[config.mk]
export PLATFORM = sky130hd
export DESIGN_NAME = gates_bist_flat
export DESIGN_NICKNAME = d
export VERILOG_FILES = /design/src/rtl/gates_pkg.sv /design/src/rtl/gates_bist_if.sv /design/src/rtl/gates_lfsr16.sv /design/src/rtl/gates_bist.sv /design/src/flat_wrapper.sv
export SDC_FILE = /design/constraint.sdc
export NUM_CORES = 1
export LEC_CHECK = 0
export ABC_AREA = 1
export CAP_MARGIN = 20
export CORE_MARGIN = 2
export CORE_UTILIZATION = 52
export CTS_CLUSTER_SIZE = 28
export DETAILED_ROUTE_END_ITERATION = 8
export HOLD_SLACK_MARGIN = 0.02
export PLACE_DENSITY = 0.8
export SLEW_MARGIN = 20
export SYNTH_ARGS = -nofsm -noshare
export SYNTH_HDL_FRONTEND = slang
export SYNTH_SLANG_ARGS = --single-unit
[constraint.sdc]
create_clock -name clk -period 2 [get_ports clk]
set_clock_uncertainty 0.05 [all_clocks]
set_input_delay 0.3 -clock clk [delete_from_list [all_inputs] [get_ports clk]]
set_output_delay 0.3 -clock clk [all_outputs]
set_load 0.01 [all_outputs]
[src/rtl/gates_pkg.sv]
// gates_pkg: lane map, reference lane functions and BIST state encoding
package gates_pkg;
  localparam int LANE_AND  = 0;
  localparam int LANE_OR   = 1;
  localparam int LANE_NOT  = 2;
  localparam int LANE_NAND = 3;
  localparam int LANE_NOR  = 4;
  typedef enum logic [2:0] {IDLE, DRIVE, SETTLE, CHECK, DONE} bist_state_t;
  function automatic logic [4:0] gates_expected(input logic [4:0] a, input logic [4:0] b);
    logic [4:0] y;
    y[LANE_AND]  = a[LANE_AND] & b[LANE_AND];
    y[LANE_OR]   = a[LANE_OR] | b[LANE_OR];
    y[LANE_NOT]  = ~a[LANE_NOT];
    y[LANE_NAND] = ~(a[LANE_NAND] & b[LANE_NAND]);
    y[LANE_NOR]  = ~(a[LANE_NOR] | b[LANE_NOR]);
    return y;
  endfunction
endpackage

[src/rtl/gates_bist_if.sv]
// gates_bist_if: run control, gates stimulus/response and result bundle of the BIST
interface gates_bist_if;
  logic        start;
  logic [4:0]  a_out;
  logic [4:0]  b_out;
  logic [4:0]  y_in;
  logic        busy;
  logic        done;
  logic        pass;
  logic [7:0]  err_count;
  logic [4:0]  fail_lane_mask;
  logic [15:0] first_fail_idx;
  modport master (
    input  start, y_in,
    output a_out, b_out, busy, done, pass, err_count, fail_lane_mask, first_fail_idx
  );
  modport slave (
    output start, y_in,
    input  a_out, b_out, busy, done, pass, err_count, fail_lane_mask, first_fail_idx
  );
endinterface

[src/rtl/gates_lfsr16.sv]
// gates_lfsr16: 16-bit Fibonacci LFSR x^16+x^14+x^13+x^11+1, shifting left
module gates_lfsr16 (
  input  logic        clk,
  input  logic        rst,
  input  logic        load,
  input  logic [15:0] seed,
  input  logic        step,
  output logic [15:0] state
);
  logic [15:0] state_q, state_d;
  always_comb state_d = (rst || load) ? seed :
                        step ? {state_q[14:0], state_q[15] ^ state_q[13] ^ state_q[12] ^ state_q[10]} :
                        state_q;
  always_ff @(posedge clk) state_q <= state_d;
  assign state = state_q;
endmodule

[src/rtl/gates_bist.sv]
// gates_bist: drives LFSR vectors into the gates block and scores the returned y
module gates_bist
  import gates_pkg::*;
#(
  parameter int unsigned NUM_VECTORS   = 32,
  parameter int unsigned SETTLE_CYCLES = 1,
  parameter logic [15:0] LFSR_SEED     = 16'hACE1
) (
  input logic          clk,
  input logic          rst,
  gates_bist_if.master bus
);
  localparam logic [15:0] LAST_IDX    = 16'(NUM_VECTORS - 1);
  localparam logic [3:0]  SETTLE_LAST = 4'(SETTLE_CYCLES - 1);
  bist_state_t state_q, state_d;
  logic [15:0] vec_q, vec_d, ffi_q, ffi_d;
  logic [3:0]  cnt_q, cnt_d;
  logic [4:0]  a_q, a_d, b_q, b_d, mask_q, mask_d, mism;
  logic [7:0]  err_q, err_d;
  logic [9:0]  lfsr_lo;
  logic [5:0]  unused_lfsr_hi;
  logic        accept;
  assign accept = bus.start && (state_q == IDLE || state_q == DONE);
  assign mism   = bus.y_in ^ gates_expected(a_q, b_q);
  gates_lfsr16 u_lfsr (
    .clk   (clk),
    .rst   (rst),
    .load  (accept),
    .seed  (LFSR_SEED),
    .step  (state_q == DRIVE),
    .state ({unused_lfsr_hi, lfsr_lo})
  );
  always_comb begin
    state_d = state_q;
    vec_d   = vec_q;
    ffi_d   = ffi_q;
    cnt_d   = cnt_q;
    a_d     = a_q;
    b_d     = b_q;
    mask_d  = mask_q;
    err_d   = err_q;
    case (state_q)
      IDLE, DONE: if (accept) begin
        state_d = DRIVE;
        vec_d   = '0;
        err_d   = '0;
        mask_d  = '0;
        ffi_d   = '0;
      end
      DRIVE: begin
        a_d     = lfsr_lo[4:0];
        b_d     = lfsr_lo[9:5];
        cnt_d   = SETTLE_LAST;
        state_d = (SETTLE_CYCLES > 0) ? SETTLE : CHECK;
      end
      SETTLE: begin
        cnt_d   = cnt_q - 4'd1;
        state_d = (cnt_q == 4'd0) ? CHECK : SETTLE;
      end
      CHECK: begin
        // err_q==0 marks the first failure of this run
        if (mism != 5'd0) begin
          err_d  = (err_q == 8'hFF) ? err_q : err_q + 8'd1;
          mask_d = mask_q | mism;
          ffi_d  = (err_q == 8'd0) ? vec_q : ffi_q;
        end
        state_d = (vec_q == LAST_IDX) ? DONE : DRIVE;
        vec_d   = (vec_q == LAST_IDX) ? vec_q : vec_q + 16'd1;
      end
      default: state_d = IDLE;
    endcase
  end
  always_ff @(posedge clk) begin
    if (rst) begin
      state_q <= IDLE;
      vec_q   <= '0;
      ffi_q   <= '0;
      cnt_q   <= '0;
      a_q     <= '0;
      b_q     <= '0;
      mask_q  <= '0;
      err_q   <= '0;
    end else begin
      state_q <= state_d;
      vec_q   <= vec_d;
      ffi_q   <= ffi_d;
      cnt_q   <= cnt_d;
      a_q     <= a_d;
      b_q     <= b_d;
      mask_q  <= mask_d;
      err_q   <= err_d;
    end
  end
  assign bus.a_out          = a_q;
  assign bus.b_out          = b_q;
  assign bus.busy           = state_q == DRIVE || state_q == SETTLE || state_q == CHECK;
  assign bus.done           = state_q == DONE;
  assign bus.pass           = state_q == DONE && err_q == 8'd0;
  assign bus.err_count      = err_q;
  assign bus.fail_lane_mask = mask_q;
  assign bus.first_fail_idx = ffi_q;
endmodule

[src/flat_wrapper.sv]
// flat-port wrapper written by rule: the top's interface ports become plain ports
module gates_bist_flat import gates_pkg::*;
#(
  parameter int unsigned NUM_VECTORS   = 32,
  parameter int unsigned SETTLE_CYCLES = 1,
  parameter logic [15:0] LFSR_SEED     = 16'hACE1
)
  (clk, rst, bus_start, bus_y_in, bus_a_out, bus_b_out, bus_busy, bus_done, bus_pass, bus_err_count, bus_fail_lane_mask, bus_first_fail_idx);
  gates_bist_if bus_i ();
  input logic clk;
  input logic rst;
  input wire logic [$bits(bus_i.start)-1:0] bus_start;
  input wire logic [$bits(bus_i.y_in)-1:0] bus_y_in;
  output wire logic [$bits(bus_i.a_out)-1:0] bus_a_out;
  output wire logic [$bits(bus_i.b_out)-1:0] bus_b_out;
  output wire logic [$bits(bus_i.busy)-1:0] bus_busy;
  output wire logic [$bits(bus_i.done)-1:0] bus_done;
  output wire logic [$bits(bus_i.pass)-1:0] bus_pass;
  output wire logic [$bits(bus_i.err_count)-1:0] bus_err_count;
  output wire logic [$bits(bus_i.fail_lane_mask)-1:0] bus_fail_lane_mask;
  output wire logic [$bits(bus_i.first_fail_idx)-1:0] bus_first_fail_idx;
  assign bus_i.start = bus_start;
  assign bus_i.y_in = bus_y_in;
  assign bus_a_out = bus_i.a_out;
  assign bus_b_out = bus_i.b_out;
  assign bus_busy = bus_i.busy;
  assign bus_done = bus_i.done;
  assign bus_pass = bus_i.pass;
  assign bus_err_count = bus_i.err_count;
  assign bus_fail_lane_mask = bus_i.fail_lane_mask;
  assign bus_first_fail_idx = bus_i.first_fail_idx;
  gates_bist #(.NUM_VECTORS(NUM_VECTORS), .SETTLE_CYCLES(SETTLE_CYCLES), .LFSR_SEED(LFSR_SEED)) u_core (.clk(clk), .rst(rst), .bus(bus_i));
endmodule
==> metrics.md, run 1 <==
| Metric | Value |
|---|---|
| Result of the run | finished, final reports clean |
| Cell with the most instances after synthesis | sky130_fd_sc_hd__nand2_1 |
| Final routed DRC violation total | 0 |
| Final setup slack of the worst path | 28.8 ps |
| Number of nets in the layout | 634 |
| Hold depth | 4 |
| Aggregate global routing overflow | 0 |
| Setup crit start kind | flip-flop |
| TritonCTS sink count | 78 |
| Worst path arrival time | 1620 ps |
| Post-synthesis sequential element count | 78 |
| CTS H-tree lvls | 3 |
| Final estimated routing congestion in global placement | 0.922 |
| Number of hold-slack violations in the final timing report | 0 |
| Data required time of the worst path | 1650 ps |
| Via count of the first global-routing pass | 3408 |
| Syn Nets | 575 |
| Number of top-level pins | 50 |
| Hold Startpoint | rst |
| Post-synth EDFFs | 0 |
| Detailed-placement wirelength estimate | 6.79 mm |
| Fraction of the yosys area taken by sequential cells | 0.397 |
| Ranking of synthesized cells by area | sky130_fd_sc_hd__dfxtp_1, sky130_fd_sc_hd__nand2_1, sky130_fd_sc_hd__inv_1 |
| Total Neg Setup Slack | 0 ps |
| Proportion of register bits with asynchronous set or reset after synthesis | 0 |
| Avg Synthesized Cell Area | 6.99 µm² |
| Max FO, Critical Path | 3 |
| Final number of setup-violating endpoints | 0 |
| Average wire per standard cell | 13.2 µm |
| Kind of end point of the critical path | output pin |
| Global-route usage over all layers | 0.240 |
| Power density over the cells | 905 nW/µm² |
| Cell area after layout | 4820 µm² |
| Remaining max-slew budget at the tightest pin | 0.692 |
| Most used routing layer | met2 |
| Cell count after placement | 710 |
| Fin crit period | 1970 ps |
| Clock network latency to the later pin of the worst-skew pair | 360 ps |
| Synth Cell Area | 3940 µm² |
| Number of buffers inserted by post-CTS setup repair | 0 |
| Initial standard-cell utilization of the core | 0.540 |
| Share of final-layout standard cells stronger than drive strength 1 | 0.136 |
| Capturing point of the worst reg2reg path | u_core.bus.first_fail_idx[1]$_SDFFE_PP0P_ |
| Depth of the worst register-to-register path | 8 |
| Tcrit/Tclk final | 0.986 |
| Area fraction of the dominant cell type after synthesis | 0.397 |
| Area delta synth->final | 22.6% |
| Die area | 8280 µm² |
| Start of the worst register-to-register path | u_core.state_q[1]$_SDFFE_PP0N_ |
| Global-route wire length before repair | 16.3 mm |
| Number of maximum-capacitance constraint violations | 0 |
| Worst IR drop on VDD | 0.442 mV |
| Unique cell type count in the Yosys netlist | 35 |
| Pin count of the biggest net entering global routing | 30 |
| Endpoint with the worst hold slack | u_core.u_lfsr.state[7]$_SDFFE_PP1P_ |
| Vertical die dimension | 91.0 µm |
| 1st-pass router iterations | 5 |
| Count of final max-slew check failures | 0 |
| Clock tree from TritonCTS | built |
| Std-Cell Core Area | 7290 µm² |
| Met3 capacity usage during global routing | 0.0589 |
| Ratio of routed vias to standard cells | 5.23 |
| Cell Rows | 31 |
| Final antenna-violating net count | 0 |
| Setup CP Type | reg -> out |
| Final standard cell count with taps included and fillers excluded | 726 |
| Slew at the pin with the worst max-slew slack | 458 ps |
| Leakage | 0.00194 µW |
| Total via count in the routed design | 3799 |
| Most frequently used flop master after synthesis | sky130_fd_sc_hd__dfxtp_1 |
| Post-place setup slack | 65.3 ps |
| Worst min-delay path class | in -> reg |
| Highest clock rate | 0.507 GHz |
| Count of input and output buffers | 49 |
| Max Buffers Root-to-Sink | 2 |
| Violation count after the first detailed-route iteration | 277 |
| List of most frequent post-synthesis cells | sky130_fd_sc_hd__nand2_1, sky130_fd_sc_hd__dfxtp_1, sky130_fd_sc_hd__inv_1, sky130_fd_sc_hd__nor2_1, sky130_fd_sc_hd__nand3_1 |
| Global routing met1 resource utilization | 0.334 |
| Global routing met2 resource utilization | 0.373 |
| Number of warnings issued by yosys | 0 |
| Number of antenna violations at the first check in global routing | 0 |
| Overall die width | 91.0 µm |
| Gate count after technology mapping | 563 |
| FF-to-FF setup slack | 200 ps |
| Number of antenna diodes | 0 |
| Number of clock buffers inserted by TritonCTS | 9 |
| Clock root buffer | sky130_fd_sc_hd__clkbuf_8 |
| Setup repair after global routing missed its margin | yes |
| Final routed wirelength across all metal layers | 9.58 mm |
| Register clock-pin slew on the reported worst setup and hold paths | 90 ps |
| Overall power consumption | 4370 µW |
| Post-detailed-placement cell area | 4560 µm² |
| Area leader, netlist | sky130_fd_sc_hd__dfxtp_1 |
## layout by cell type, fill, tap and decap left out, types with 2 or more instances in the layout
cell,n
sky130_fd_sc_hd__nand3_1,44
sky130_fd_sc_hd__o21bai_1,2
sky130_fd_sc_hd__nor2_1,55
sky130_fd_sc_hd__clkdlybuf4s50_1,46
sky130_fd_sc_hd__nand2_1,158
sky130_fd_sc_hd__buf_4,22
sky130_fd_sc_hd__a211oi_1,3
sky130_fd_sc_hd__a21oi_1,33
sky130_fd_sc_hd__nand3b_1,2
sky130_fd_sc_hd__clkinv_4,2
sky130_fd_sc_hd__a21oi_2,12
sky130_fd_sc_hd__ha_1,4
sky130_fd_sc_hd__xor2_1,2
sky130_fd_sc_hd__nand2_4,2
sky130_fd_sc_hd__inv_1,61
sky130_fd_sc_hd__bufinv_16,3
sky130_fd_sc_hd__or2_2,2
sky130_fd_sc_hd__o21ai_0,6
sky130_fd_sc_hd__clkbuf_8,10
sky130_fd_sc_hd__nand3_2,3
sky130_fd_sc_hd__nor3_1,8
sky130_fd_sc_hd__nand4_1,30
sky130_fd_sc_hd__nor2_2,5
sky130_fd_sc_hd__nand2_2,11
sky130_fd_sc_hd__inv_2,3
sky130_fd_sc_hd__nor2_4,3
sky130_fd_sc_hd__nor3_2,3
sky130_fd_sc_hd__xnor2_1,4
sky130_fd_sc_hd__dfxtp_1,78
## flip-flops by register name, indices dropped and copies added, names as in the netlist
signal / flops
u_core.cnt_q: 4
u_core.bus.fail_lane_mask: 5
u_core.state_q: 3
u_core.vec_q: 16
u_core.bus.first_fail_idx: 16
u_core.bus.err_count: 8
u_core.bus.a_out: 5
u_core.u_lfsr.state: 16
u_core.bus.b_out: 5
## report_power, final
group	total [µW]	internal, µW	switching [µW]
clock network	1500	872	627
registers	1800	1700	94.0
logic	1070	447	623
## worst max-delay path, stage by stage (launching register included)
cell and delay (ps):
sky130_fd_sc_hd__dfxtp_1 320, sky130_fd_sc_hd__inv_1 90, sky130_fd_sc_hd__ha_1 160, sky130_fd_sc_hd__nand4_1 220, sky130_fd_sc_hd__nor3_2 180, sky130_fd_sc_hd__dlygate4sd2_1 290
## stage by stage
| stage | util | hold slack (ps) |
|---|---|---|
| floorplan | - | 379 |
| global placement | 0.626 | 388 |
| detailed placement | 0.626 | 391 |
| CTS | 0.661 | 344 |
| global route | 0.662 | 340 |
| finish | 0.662 | 340 |
## timing repair
item	4_1_cts	5_1_grt
endpoints found under the setup margin	2	2
hold buffers	0	0
gates resized for setup	2	2
## per-layer routing
metal | vias up | wire, µm
met5 | - | 0
met4 | 0 | 110
met3 | 16 | 564
met2 | 125 | 4340
met1 | 1730 | 4570
li1 | 1928 | -
## final cells by class
type | instances | area, µm²
Inverter | 65 | 244
Tap cell | 99 | 124
Timing Repair Buffer | 71 | 652
Sequential cell | 78 | 1560
Fill cell | 663 | 2470
Clock inverter | 6 | 116
Multi-Input combinational cell | 397 | 1990
Clock buffer | 10 | 138
## worst max path at each step
| stage | start | end | cells after the start |
|---|---|---|---|
| finish | u_core.bus.err_count[0]$_SDFFE_PP0P_ | bus_pass | 5 |
| global route | u_core.bus.err_count[0]$_SDFFE_PP0P_ | bus_pass | 5 |
| CTS | u_core.state_q[1]$_SDFFE_PP0N_ | bus_done | 4 |
| detailed placement | bus_y_in[1] | u_core.bus.err_count[6]$_SDFFE_PP0P_ | 11 |
| global placement | bus_y_in[1] | u_core.bus.err_count[6]$_SDFFE_PP0P_ | 11 |
| floorplan | u_core.bus.err_count[1]$_SDFFE_PP0P_ | u_core.bus.err_count[2]$_SDFFE_PP0P_ | 11 |
## logic make-up after synthesis
group           after synthesis  synth area share
simple gates                328             0.387
buf+inv                      88            0.0995
flops                        78             0.397
compound gates               59            0.0906
xor+xnor                      6            0.0134
fa+ha+maj                     4            0.0127
Power figures use the tool's default switching activity.
==> inputs of run 2 (changes only) <==
==> constraint.sdc (replaced) <==
create_clock -name clk -period 2 [get_ports clk]
set_clock_uncertainty 0.05 [all_clocks]
set_input_delay 0.4 -clock clk [delete_from_list [all_inputs] [get_ports clk]]
set_output_delay 0.4 -clock clk [all_outputs]
set_load 0.01 [all_outputs]
==> metrics.md, run 2 (synthesis results as in run 1) <==
| Metric | Value |
|---|---|
| Average wire per standard cell | 13.2 µm |
| Switching component of the power | 1340 µW |
| Depth of the worst register-to-register path | 11 |
| Commonest cells after routing, fill and taps aside | sky130_fd_sc_hd__nand2_1, sky130_fd_sc_hd__dfxtp_1, sky130_fd_sc_hd__inv_1 |
| Global-route usage over all layers | 0.247 |
| CTS H-tree lvls | 3 |
| Total Neg Setup Slack | 0 ps |
| Max FO, Critical Path | 4 |
| TritonCTS sink count | 78 |
| Data required time of the worst path | 1550 ps |
| Result of the run | finished, final reports clean |
| Worst IR drop on VDD | 0.439 mV |
| Via count of the first global-routing pass | 3480 |
| Switching power share of the total | 0.325 |
| Count of input and output buffers | 49 |
| Relative contribution of combinational cells to total power | 0.268 |
| Hold Startpoint | rst |
| Max Buffers Root-to-Sink | 2 |
| Die area | 8280 µm² |
| Power density over the cells | 860 nW/µm² |
| Vertical die dimension | 91.0 µm |
| Commonest non-fill, non-tap cell in the layout | sky130_fd_sc_hd__nand2_1 |
| Final number of setup-violating endpoints | 0 |
| Number of antenna diodes | 0 |
| Cell Rows | 31 |
| Power share of the sequential group | 0.434 |
| Register clock-pin slew on the reported worst setup and hold paths | 90 ps |
| Final estimated routing congestion in global placement | 0.927 |
| Hold-fix buffers, CTS | 0 |
| FF-to-FF setup slack | 200 ps |
| Number of top-level pins | 50 |
| Leakage | 0.00191 µW |
| Aggregate global routing overflow | 0 |
| Clock network latency to the later pin of the worst-skew pair | 360 ps |
| Endpoint with the worst hold slack | u_core.bus.first_fail_idx[7]$_SDFFE_PP0P_ |
| Fin crit period | 1940 ps |
| Int Power | 2790 µW |
| Tcrit/Tclk final | 0.969 |
| Ratio of routed vias to standard cells | 5.27 |
| Final antenna-violating net count | 0 |
| Initial standard-cell utilization of the core | 0.540 |
| Kind of end point of the critical path | output pin |
| Slew at the pin with the worst max-slew slack | 489 ps |
| Area delta synth->final | 22.3% |
| Number of antenna violations at the first check in global routing | 0 |
| Hold depth | 2 |
| Number of clock buffers inserted by TritonCTS | 9 |
| Clock share of power | 0.297 |
| Number of nets in the layout | 635 |
| Setup CP Type | reg -> out |
| Worst min-delay path class | in -> reg |
| Most used routing layer | met2 |
| Std-Cell Core Area | 7290 µm² |
| Setup repair after global routing missed its margin | yes |
| Clock tree from TritonCTS | built |
| Highest clock rate | 0.516 GHz |
| Capturing point of the worst reg2reg path | u_core.bus.err_count[0]$_SDFFE_PP0P_ |
| Global-route wire length before repair | 16.6 mm |
| Remaining max-slew budget at the tightest pin | 0.674 |
| Pin count of the biggest net entering global routing | 30 |
| Detailed-placement wirelength estimate | 6.93 mm |
| Global routing met2 resource utilization | 0.383 |
| Share of final-layout standard cells stronger than drive strength 1 | 0.150 |
| Clock root buffer | sky130_fd_sc_hd__clkbuf_8 |
| Violation count after the first detailed-route iteration | 242 |
| Cell count after placement | 710 |
| 1st-pass router iterations | 5 |
| Number of hold-slack violations in the final timing report | 0 |
| Met3 capacity usage during global routing | 0.0498 |
| Final routed DRC violation total | 0 |
| Final standard cell count with taps included and fillers excluded | 727 |
| Start of the worst register-to-register path | u_core.bus.err_count[1]$_SDFFE_PP0P_ |
| Total via count in the routed design | 3831 |
| Count of final max-slew check failures | 0 |
| Overall die width | 91.0 µm |
| Global routing met1 resource utilization | 0.352 |
| Final routed wirelength across all metal layers | 9.63 mm |
| Number of maximum-capacitance constraint violations | 0 |
| Setup crit start kind | flip-flop |
| Worst path arrival time | 1490 ps |
==> run 2: cell types whose count changed in the layout (fill, tap and decap cells not counted), sizes merged <==
cell,delta
clkinvlp,+3
buf,+2
bufinv,-2
clkinv,-1
dlymetal6s2s,-1
==> run 2: through the flow <==
| step | util | cell area (µm²) | total power [µW] | hold slack [ps] | worst slack (ps) |
|---|---|---|---|---|---|
| 2_1_floorplan | - | 3940 | 2530 | 379 | 398 |
| 3_3_place_gp | 0.627 | 4570 | 2880 | 389 | 27.5 |
| 3_5_place_dp | 0.627 | 4570 | 2910 | 398 | -32.9 |
| 4_1_cts | 0.657 | 4790 | 4120 | 371 | -9.15 |
| 5_1_grt | 0.660 | 4810 | 4390 | 386 | -16.6 |
| 6_report | 0.660 | 4810 | 4140 | 372 | 61.4 |
==> run 2: metal layers <==
layer  share of wire  vias to the layer above
met2            0.47                      104
met1            0.47                     1778
met4          0.0097                        0
li1                -                     1939
met5               0                        -
met3           0.056                       10
==> run 2: repair_timing <==
action,CTS,global route
resized for setup,5,10
setup endpoints to repair,2,2
setup buffers,0,1
pin swaps,0,3
==> run 2: power by group through the flow <==
stage | Clock [µW] | Combinational (µW) | Sequential, µW
4_1_cts | 1240 | 1090 | 1790
2_1_floorplan | 0 | 663 | 1870
5_1_grt | 1330 | 1240 | 1820
3_5_place_dp | 0 | 1090 | 1830
3_3_place_gp | 0 | 1060 | 1820
6_report | 1230 | 1110 | 1800
==> run 2: how the worst max path moves through the flow <==
stage / startpoint / end / slack (ps) / depth (start not counted)
global route: u_core.bus.err_count[2]$_SDFFE_PP0P_ / bus_pass / -20 / 4
CTS: u_core.bus.err_count[0]$_SDFFE_PP0P_ / bus_pass / -9 / 5
global placement: bus_y_in[2] / u_core.bus.first_fail_idx[1]$_SDFFE_PP0P_ / 30 / 11
floorplan: u_core.bus.err_count[1]$_SDFFE_PP0P_ / u_core.bus.err_count[2]$_SDFFE_PP0P_ / 400 / 11
finish: u_core.state_q[2]$_SDFFE_PP0N_ / bus_busy / 60 / 3
detailed placement: bus_y_in[1] / u_core.bus.err_count[6]$_SDFFE_PP0P_ / -30 / 11
==> run 2: final cells by class <==
class / count / area (µm²)
inverter: 65 / 244
clock buffer: 10 / 138
clock inverter: 6 / 70.1
fill: 666 / 2480
sequential: 78 / 1570
multi-input combinational: 397 / 2010
timing repair buffer: 72 / 664
tap: 99 / 124
==> run 2: critical path, cell delays in order, from the launching register on <==
cell                              delay (ps)
sky130_fd_sc_hd__dfxtp_1                 320
sky130_fd_sc_hd__buf_4                   150
sky130_fd_sc_hd__nor2_1                  120
sky130_fd_sc_hd__clkdlybuf4s50_1         540
==> inputs of run 3 (changes only) <==
--- a/config.mk
+++ b/config.mk
@@ -7,7 +7,6 @@
 export LEC_CHECK = 0
 export ABC_AREA = 1
 export CAP_MARGIN = 20
-export CORE_MARGIN = 2
 export CORE_UTILIZATION = 52
 export CTS_CLUSTER_SIZE = 28
 export DETAILED_ROUTE_END_ITERATION = 8
==> metrics.md, run 3 (synthesis results as in run 1) <==
| Metric | Value |
|---|---|
| Result of the run | finished, final reports clean |
| Kind of end point of the critical path | output pin |
| Count of input and output buffers | 49 |
| Cell area after layout | 4790 µm² |
| Number of antenna diodes | 0 |
| Commonest non-fill, non-tap cell in the layout | sky130_fd_sc_hd__nand2_1 |
| 1st-pass router iterations | 4 |
| Setup CP Type | reg -> out |
| Cell Rows | 31 |
| Number of maximum-capacitance constraint violations | 0 |
| Commonest cells after routing, fill and taps aside | sky130_fd_sc_hd__nand2_1, sky130_fd_sc_hd__dfxtp_1, sky130_fd_sc_hd__inv_1 |
| Die area | 7920 µm² |
| Final routed DRC violation total | 0 |
| Power density over the cells | 860 nW/µm² |
| Global-route usage over all layers | 0.254 |
| Worst IR drop on VDD | 0.384 mV |
| Number of antenna violations at the first check in global routing | 0 |
| Number of hold-slack violations in the final timing report | 0 |
| Average wire per standard cell | 12.9 µm |
| Fin crit period | 1900 ps |
| Max FO, Critical Path | 3 |
| Final antenna-violating net count | 0 |
| Pin count of the biggest net entering global routing | 30 |
| Final number of setup-violating endpoints | 0 |
| Final routed wirelength across all metal layers | 9.36 mm |
| CTS H-tree lvls | 3 |
| Post-detailed-placement cell area | 4570 µm² |
| Fill cell count | 658 |
| Violation count after the first detailed-route iteration | 225 |
| Worst path bufs/invs | 2 |
| Worst min-delay path class | in -> reg |
| Highest clock rate | 0.526 GHz |
| Overall die width | 89.0 µm |
| Max Buffers Root-to-Sink | 2 |
| Total Neg Setup Slack | 0 ps |
| Detailed-placement wirelength estimate | 6.70 mm |
| Global-route wire length before repair | 15.5 mm |
| Tcrit/Tclk final | 0.951 |
| Initial standard-cell utilization of the core | 0.540 |
| Clock network latency to the later pin of the worst-skew pair | 360 ps |
| Number of top-level pins | 50 |
| Worst path arrival time | 1450 ps |
| Final estimated routing congestion in global placement | 0.951 |
| Hold-fix buffers, CTS | 0 |
| Aggregate global routing overflow | 0 |
| Leakage | 0.00191 µW |
| Cell type group with the largest total delay on the critical path | simple AND/OR/NAND/NOR gates |
| Share of final-layout standard cells stronger than drive strength 1 | 0.139 |
| Number of clock buffers inserted by TritonCTS | 9 |
| Worst hold margin | 385 ps |
| Setup crit start kind | flip-flop |
| Std-Cell Core Area | 7290 µm² |
| Via count of the first global-routing pass | 3435 |
| Register clock-pin slew on the reported worst setup and hold paths | 80 ps |
| Count of final max-slew check failures | 0 |
| Vertical die dimension | 89.0 µm |
| Clock root buffer | sky130_fd_sc_hd__clkbuf_8 |
| Remaining max-slew budget at the tightest pin | 0.688 |
| Ratio of routed vias to standard cells | 5.23 |
| Area delta synth->final | 21.7% |
| TritonCTS sink count | 78 |
| Data required time of the worst path | 1550 ps |
| Total via count in the routed design | 3800 |
| Clock tree from TritonCTS | built |
| Slew at the pin with the worst max-slew slack | 467 ps |
| Max incr delay on CP | 320 ps |
| Cell chain of the critical path | inv_1 -> ha_1 -> nand4_1 -> nor3_2 -> buf_2 |
| Critical path's slowest cell | sky130_fd_sc_hd__dfxtp_1 |
| Number of nets in the layout | 634 |
| Setup repair after global routing missed its margin | no |
[run 3: cell types whose count changed in the layout (fill, tap and decap cells not counted), sizes merged]
cell           previous run  this run
clkdlybuf4s50            46        45
buf                      25        24
clkinv                    2         4
inv                      65        64
clkinvlp                  3         2
dlymetal6s2s              0         1
[run 3: routing by layer]
| metal | vias to the layer above | global-route usage | wire, µm |
|---|---|---|---|
| li1 | 1934 | - | - |
| met1 | 1730 | 0.344 | 4450 |
| met2 | 118 | 0.399 | 4210 |
| met3 | 18 | 0.0563 | 556 |
| met4 | 0 | 0.0895 | 146 |
| met5 | - | 0 | 0 |
[run 3: repair_timing]
item	CTS	global route
gates resized for setup	8	1
setup buffers	1	0
setup endpoints to repair	3	3
pin swaps	1	2
[run 3: path summary, 6_finish.rpt]
path | startpoint | endpoint | slack, ps | cells after the start
max | u_core.bus.err_count[0]$_SDFFE_PP0P_ | bus_pass | 100 | 5
min | rst | u_core.vec_q[11]$_SDFFE_PP0P_ | 380 | 2
max reg2reg | u_core.state_q[0]$_SDFFE_PP0N_ | u_core.bus.fail_lane_mask[3]$_SDFFE_PP0P_ | 120 | 9
min reg2reg | u_core.bus.fail_lane_mask[0]$_SDFFE_PP0P_ | u_core.bus.fail_lane_mask[0]$_SDFFE_PP0P_ | 400 | 2
[run 3: per-stage QoR]
step / util / total power (µW) / instances / setup slack, ps
finish: 0.657 / 4120 / 726 / 97.9
global route: 0.657 / 4350 / 726 / 8.51
CTS: 0.656 / 4140 / 726 / 18.4
detailed placement: 0.626 / 2900 / 709 / -99.9
global placement: 0.626 / 2860 / 709 / -52.8
floorplan: - / 2530 / 563 / 398
[run 3: cell type report]
class	count	area (µm²)	share of cell area
clock buffers	10	138	0.0287
clock inverters	6	71.3	0.0149
inverters	65	244	0.0510
multi-input cells	397	1990	0.415
flip-flops and latches	78	1560	0.326
well taps	99	124	0.0259
repair buffers	71	659	0.138
[run 3: power by group]
group / internal, µW / switching (µW)
registers: 1700 / 96.4
logic: 462 / 626
clock network: 617 / 615
[run 3: worst register-to-register path, delay by kind of cell (launching register included)]
family | cells | cell delay, ps
and+or+nand+nor | 7 | 1080
DFF | 1 | 390
AOI/OAI and AO/OA | 1 | 130
buffers and inverters | 1 | 110
